### src/rtl/sd_cmd_phys.sv
// SD host command-line PHY: serializes the 48-bit command frame onto the CMD pad,
// then turns the pad around and deserializes/CRC-checks the card response.
module sd_cmd_phys #(
    parameter int unsigned TIMEOUT         = 64,
    parameter int unsigned CMD_BITS        = 48,
    parameter int unsigned LONG_RESP_BITS  = 136,
    parameter int unsigned SHORT_RESP_BITS = 48
) (
    input  logic         sd_clock,
    input  logic         reset,
    input  logic         strobe_in,
    input  logic         ack_in,
    input  logic [5:0]   cmd_index,
    input  logic [31:0]  cmd_arg,
    input  logic [1:0]   resp_type,
    output logic         pad_output_input,
    output logic         pad_enable,
    output logic         pad_data_in,
    input  logic         pad_data_out,
    output logic [135:0] response,
    output logic         ack_out,
    output logic         idle_out,
    output logic         timeout_error,
    output logic         crc_error
);

    localparam logic [2:0] IDLE      = 3'd0;
    localparam logic [2:0] SEND      = 3'd1;
    localparam logic [2:0] WAIT_RESP = 3'd2;
    localparam logic [2:0] RECEIVE   = 3'd3;
    localparam logic [2:0] DONE      = 3'd4;

    localparam logic [7:0]  SEND_LAST  = 8'(CMD_BITS - 1);
    localparam logic [7:0]  SHORT_LAST = 8'(SHORT_RESP_BITS - 1);
    localparam logic [7:0]  LONG_LAST  = 8'(LONG_RESP_BITS - 1);
    localparam logic [15:0] TMO_LAST   = 16'(TIMEOUT - 1);

    // Serial CRC7 (x^7 + x^3 + 1, init 0) over 40 bits, MSB first.
    function automatic logic [6:0] crc7_40(input logic [39:0] d);
        logic [6:0] c;
        logic       fb;
        c = 7'h00;
        for (int i = 39; i >= 0; i--) begin
            fb = d[i] ^ c[6];
            c  = {c[5:0], 1'b0} ^ (fb ? 7'h09 : 7'h00);
        end
        return c;
    endfunction

    logic [2:0]   state_q, state_d;
    logic [47:0]  frame_q, frame_d;
    logic [7:0]   bit_cnt_q, bit_cnt_d;
    logic [7:0]   rx_cnt_q, rx_cnt_d;
    logic [15:0]  tmo_cnt_q, tmo_cnt_d;
    logic [1:0]   resp_type_q, resp_type_d;
    logic [135:0] response_q, response_d;
    logic         timeout_q, timeout_d;
    logic         crc_err_q, crc_err_d;

    logic [39:0]  tx_body;
    logic [135:0] rx_shift;
    logic         resp_long;

    assign tx_body   = {2'b01, cmd_index, cmd_arg};
    assign rx_shift  = {response_q[134:0], pad_data_out};
    assign resp_long = (resp_type_q == 2'd2);

    always_comb begin
        state_d     = state_q;
        frame_d     = frame_q;
        bit_cnt_d   = bit_cnt_q;
        rx_cnt_d    = rx_cnt_q;
        tmo_cnt_d   = tmo_cnt_q;
        resp_type_d = resp_type_q;
        response_d  = response_q;
        timeout_d   = timeout_q;
        crc_err_d   = crc_err_q;

        case (state_q)
            IDLE: begin
                if (strobe_in) begin
                    frame_d     = {tx_body, crc7_40(tx_body), 1'b1};
                    bit_cnt_d   = 8'd0;
                    resp_type_d = resp_type;
                    response_d  = '0;
                    timeout_d   = 1'b0;
                    crc_err_d   = 1'b0;
                    state_d     = SEND;
                end
            end
            SEND: begin
                frame_d = {frame_q[46:0], 1'b1};
                if (bit_cnt_q == SEND_LAST) begin
                    tmo_cnt_d = 16'd0;
                    state_d   = (resp_type_q == 2'd0) ? DONE : WAIT_RESP;
                end else begin
                    bit_cnt_d = bit_cnt_q + 8'd1;
                end
            end
            WAIT_RESP: begin
                // A start bit on the final count still wins over the timeout.
                if (!pad_data_out) begin
                    response_d = rx_shift;
                    rx_cnt_d   = 8'd1;
                    state_d    = RECEIVE;
                end else if (tmo_cnt_q == TMO_LAST) begin
                    timeout_d = 1'b1;
                    state_d   = DONE;
                end else begin
                    tmo_cnt_d = tmo_cnt_q + 16'd1;
                end
            end
            RECEIVE: begin
                response_d = rx_shift;
                if (rx_cnt_q == (resp_long ? LONG_LAST : SHORT_LAST)) begin
                    if (!resp_long) begin
                        crc_err_d = (crc7_40(rx_shift[47:8]) != rx_shift[7:1]);
                    end
                    state_d = DONE;
                end else begin
                    rx_cnt_d = rx_cnt_q + 8'd1;
                end
            end
            DONE: begin
                if (ack_in) begin
                    state_d = IDLE;
                end
            end
            default: state_d = IDLE;
        endcase
    end

    always_ff @(posedge sd_clock or negedge reset) begin
        if (!reset) begin
            state_q     <= IDLE;
            frame_q     <= '1;
            bit_cnt_q   <= 8'd0;
            rx_cnt_q    <= 8'd0;
            tmo_cnt_q   <= 16'd0;
            resp_type_q <= 2'd0;
            response_q  <= '0;
            timeout_q   <= 1'b0;
            crc_err_q   <= 1'b0;
        end else begin
            state_q     <= state_d;
            frame_q     <= frame_d;
            bit_cnt_q   <= bit_cnt_d;
            rx_cnt_q    <= rx_cnt_d;
            tmo_cnt_q   <= tmo_cnt_d;
            resp_type_q <= resp_type_d;
            response_q  <= response_d;
            timeout_q   <= timeout_d;
            crc_err_q   <= crc_err_d;
        end
    end

    always_comb begin
        pad_output_input = (state_q == SEND);
        pad_enable       = (state_q == SEND) || (state_q == WAIT_RESP) || (state_q == RECEIVE);
        pad_data_in      = (state_q == SEND) ? frame_q[47] : 1'b1;
        idle_out         = (state_q == IDLE);
        ack_out          = (state_q == DONE);
    end

    assign response      = response_q;
    assign timeout_error = timeout_q;
    assign crc_error     = crc_err_q;

endmodule

### config.mk
export PLATFORM = sky130hd
export DESIGN_NAME = sd_cmd_phys
export DESIGN_NICKNAME = d
export VERILOG_FILES = /design/src/rtl/sd_cmd_phys.sv
export SDC_FILE = /design/constraint.sdc
export NUM_CORES = 1
export LEC_CHECK = 0
export ABC_AREA = 0
export CAP_MARGIN = 10
export CORE_MARGIN = 3
export CORE_UTILIZATION = 30
export CTS_CLUSTER_SIZE = 16
export DETAILED_ROUTE_END_ITERATION = 8
export PLACE_DENSITY_LB_ADDON = 0.3
export RECOVER_POWER = 100
export SYNTH_ARGS = -nofsm -noshare
export SYNTH_HDL_FRONTEND = slang
export SYNTH_SLANG_ARGS = --single-unit
### constraint.sdc
create_clock -name sd_clock -period 5.8 [get_ports sd_clock]
set_input_delay 1.16 -clock sd_clock [delete_from_list [all_inputs] [get_ports sd_clock]]
set_output_delay 1.16 -clock sd_clock [all_outputs]
set_load 0.02 [all_outputs]
==> impl_metrics.env <==
export IMPL_crit_type="reg -> reg"
export IMPL_whs_ns=0.455
export IMPL_rows=69
export IMPL_track_usage_pct=14.0
export IMPL_holdPathStages=2
export IMPL_ios=188
export IMPL_cts_root_buf="clkbuf_16"
export IMPL_ys_ff_latch=222
export IMPL_irDropWorstVdd_uv=250
export IMPL_final_cell_mix="368 x nand2_1, 175 x dfrtp_1, 148 x nand3_1"
export IMPL_ff2ff_path_depth=9
export IMPL_synth_area_um2=10900
export IMPL_cts_buffers=27
export IMPL_power_density_nw_per_um2=394
export IMPL_synth_fa_ha_area_share_pct=0.345
export IMPL_synthMuxAreaShare_pct=0.288
export IMPL_arrival_ns=4.83
export IMPL_cts_setup_buffers=0
export IMPL_grt_ovfl_total=0
export IMPL_fp_dieW_um=196
export IMPL_final_common_cell="nand2_1"
export IMPL_ctsResizeCount=0
export IMPL_vias_per_cell=4.76
export IMPL_worstSetupEndpointType="register"
export IMPL_cts_max_level=1
export IMPL_first_iter_violations=414
export IMPL_numPortBuffers=187
export IMPL_clock_sinks=222
export IMPL_dp_hpwl_um=18400
export IMPL_holdBufCountCts=0
export IMPL_dieArea_um2=38500
export IMPL_synth_compound_area_share_pct=5.45
export IMPL_status="finished with violations"
export IMPL_start_util_pct=30.5
export IMPL_cts_tree="yes"
export IMPL_clockBufferDepth=3
export IMPL_yosys_area_share_simple_pct=23.9
export IMPL_clk_latency_ns=0.53
export IMPL_area_growth_pct=29.4
export IMPL_synth_top_family_by_area="simple AND/OR/NAND/NOR gates"
export IMPL_yosysWarnings=0
export IMPL_netlist_instances=1147
export IMPL_synthFlopType="dfrtp_1"
export IMPL_first_pass_iters=4
export IMPL_layout_drive_gt1_share_pct=8.80
export IMPL_maxCapViolCount=4
export IMPL_grt_pass1_wl_um=45000
export IMPL_failed_checks="capacitance limit, slew limit"
export IMPL_antenna_found_initial=0
export IMPL_min_path_type="reg -> reg"
export IMPL_routed_wl_um=27900
export IMPL_tightest_slew_ns=2.87
export IMPL_cp_data_required_time_ns=6.17
export IMPL_synth_cell_types=51
export IMPL_nets=1357
export IMPL_p_leak_nw=7.12
export IMPL_slew_violations=286
export IMPL_min_period_ns=4.46
export IMPL_yosysSeqAreaShare_pct=51.7
export IMPL_rsz0062_at_grt="false"
export IMPL_die_h_um=196
export IMPL_ys_async_sr_fraction_pct=100
export IMPL_place_gp_congestion=0.763
export IMPL_ant_nets=0
export IMPL_min_period_over_period_pct=76.9
export IMPL_n_fill_cell=3536
export IMPL_syn_nets=1195
export IMPL_totalNegativeSetupSlack_ns=0
export IMPL_wl_per_cell_um=15.6
export IMPL_totalPowerFinal_mw=5.53
export IMPL_setup_violations=0
export IMPL_max_slew_margin_rel_pct=-91.3
export IMPL_vias=8523
export IMPL_synth_edf_count=0
export IMPL_max_freq_ghz=0.224
export IMPL_grt_pass1_vias=8344
export IMPL_hold_viol=0
export IMPL_path_clk_slew_ns=0.06
export IMPL_num_antenna_cells=0
export IMPL_syn_area_per_cell_um2=9.47
export IMPL_crit_fanout=43
export IMPL_finClkSkew_ns=0.0149
export IMPL_cp_start_kind="register"
export IMPL_core_um2=35700
export IMPL_grt_max_degree=136
export IMPL_drc=0
export IMPL_yosys_area_share_xor_xnor_pct=15.8
-- synthesized netlist by cell type, drive strengths merged, types with 2 or more instances --
cell type | n | area [um2]
nand2 | 368 | 1380
dfrtp | 175 | 4380
nand3 | 148 | 741
xnor2 | 87 | 792
clkbuf | 55 | 226
nor2 | 53 | 199
dfstp | 47 | 1230
xor2 | 37 | 339
a22oi | 34 | 255
xnor3 | 22 | 509
o21ai | 19 | 95.1
a21oi | 12 | 63.8
o22ai | 10 | 62.6
nor3 | 9 | 45.0
buf | 8 | 30.0
and3 | 7 | 45.1
nand4 | 7 | 43.8
nand2b | 6 | 37.5
or3 | 6 | 37.5
inv | 5 | 18.8
ha | 3 | 37.5
nor4 | 3 | 18.8
xor3 | 3 | 73.8
a211oi | 2 | 15.0
a221oi | 2 | 17.5
mux2i | 2 | 20.0
nor2b | 2 | 12.5
o2111a | 2 | 22.5
-- cell families (layout without fill, tap and decap cells) --
logic type	Yosys count	count (layout)
compound gates	88	88
xor+xnor	149	149
fa+ha+maj	3	3
buf+inv	68	250
flops	222	222
mux	3	3
simple gates	614	614
-- metrics by stage --
stage / area (um2) / std cells / utilization, % / setup WS (ns)
2_1_floorplan: 10900 / 1147 / - / 2.48
3_3_place_gp: 13200 / 1741 / 37.0 / 1.77
3_5_place_dp: 13200 / 1741 / 37.0 / 1.73
4_1_cts: 14100 / 1790 / 39.5 / 1.83
5_1_grt: 14100 / 1790 / 39.4 / 0.916
6_report: 14100 / 1790 / 39.4 / 1.34
-- metal layers --
metal | GRT usage, % | part of all wire, %
met5 | 0 | 0
met4 | 3.30 | 2.1
met2 | 22.6 | 47
met1 | 19.6 | 46
met3 | 2.78 | 5.2
-- final timing paths --
| path | slack (ns) | endpoint | start |
|---|---|---|---|
| setup / recovery | 1.34 | tmo_cnt_q[9]$_DFFE_PN0P_ | state_q[2]$_DFFE_PN0P_ |
| hold / removal | 0.46 | frame_q[45]$_DFFE_PN1P_ | frame_q[45]$_DFFE_PN1P_ |
| setup reg to reg | 1.34 | tmo_cnt_q[9]$_DFFE_PN0P_ | state_q[2]$_DFFE_PN0P_ |
| hold reg to reg | 0.46 | frame_q[45]$_DFFE_PN1P_ | frame_q[45]$_DFFE_PN1P_ |
| max in group asynchronous | 2.58 | response[118]$_DFFE_PN0P_ | reset |
| min in group asynchronous | 1.53 | rx_cnt_q[4]$_DFFE_PN0P_ | reset |
-- area by class of cell --
type                       instances  area (um2)  share of cell area (%)
timing repair buffer             196        1950                    13.8
clock buffer                      40         796                    5.66
tap                              461         577                    4.10
clock inverter                     9         101                   0.721
multi-input combinational        857        5000                    35.6
inverter                           5        18.8                   0.134
sequential                       222        5610                    39.9
-- sequential cells by signal, summed over array words and instances (netlist names) --
register       flops
rx_cnt_q           8
crc_error          1
resp_type_q        2
frame_q           47
bit_cnt_q          8
timeout_error      1
tmo_cnt_q         16
response         136
state_q            3
-- power by group --
| group | total, mW | internal [mW] | switching (mW) |
|---|---|---|---|
| sequential | 2.05 | 1.88 | 0.169 |
| combinational | 1.79 | 0.565 | 1.23 |
| clock | 1.69 | 1.03 | 0.658 |
-- critical path, stage by stage, from the launching register on --
cell      delay, ns
dfrtp_1        0.56
nor2_1         0.17
nand2_1        0.41
inv_1          0.38
clkbuf_1       1.46
o21a_1         0.38
nand4_1        0.38
nor3_1         0.34
xnor2_1        0.16
nor2_1         0.05
Power figures use the tool's default switching activity.
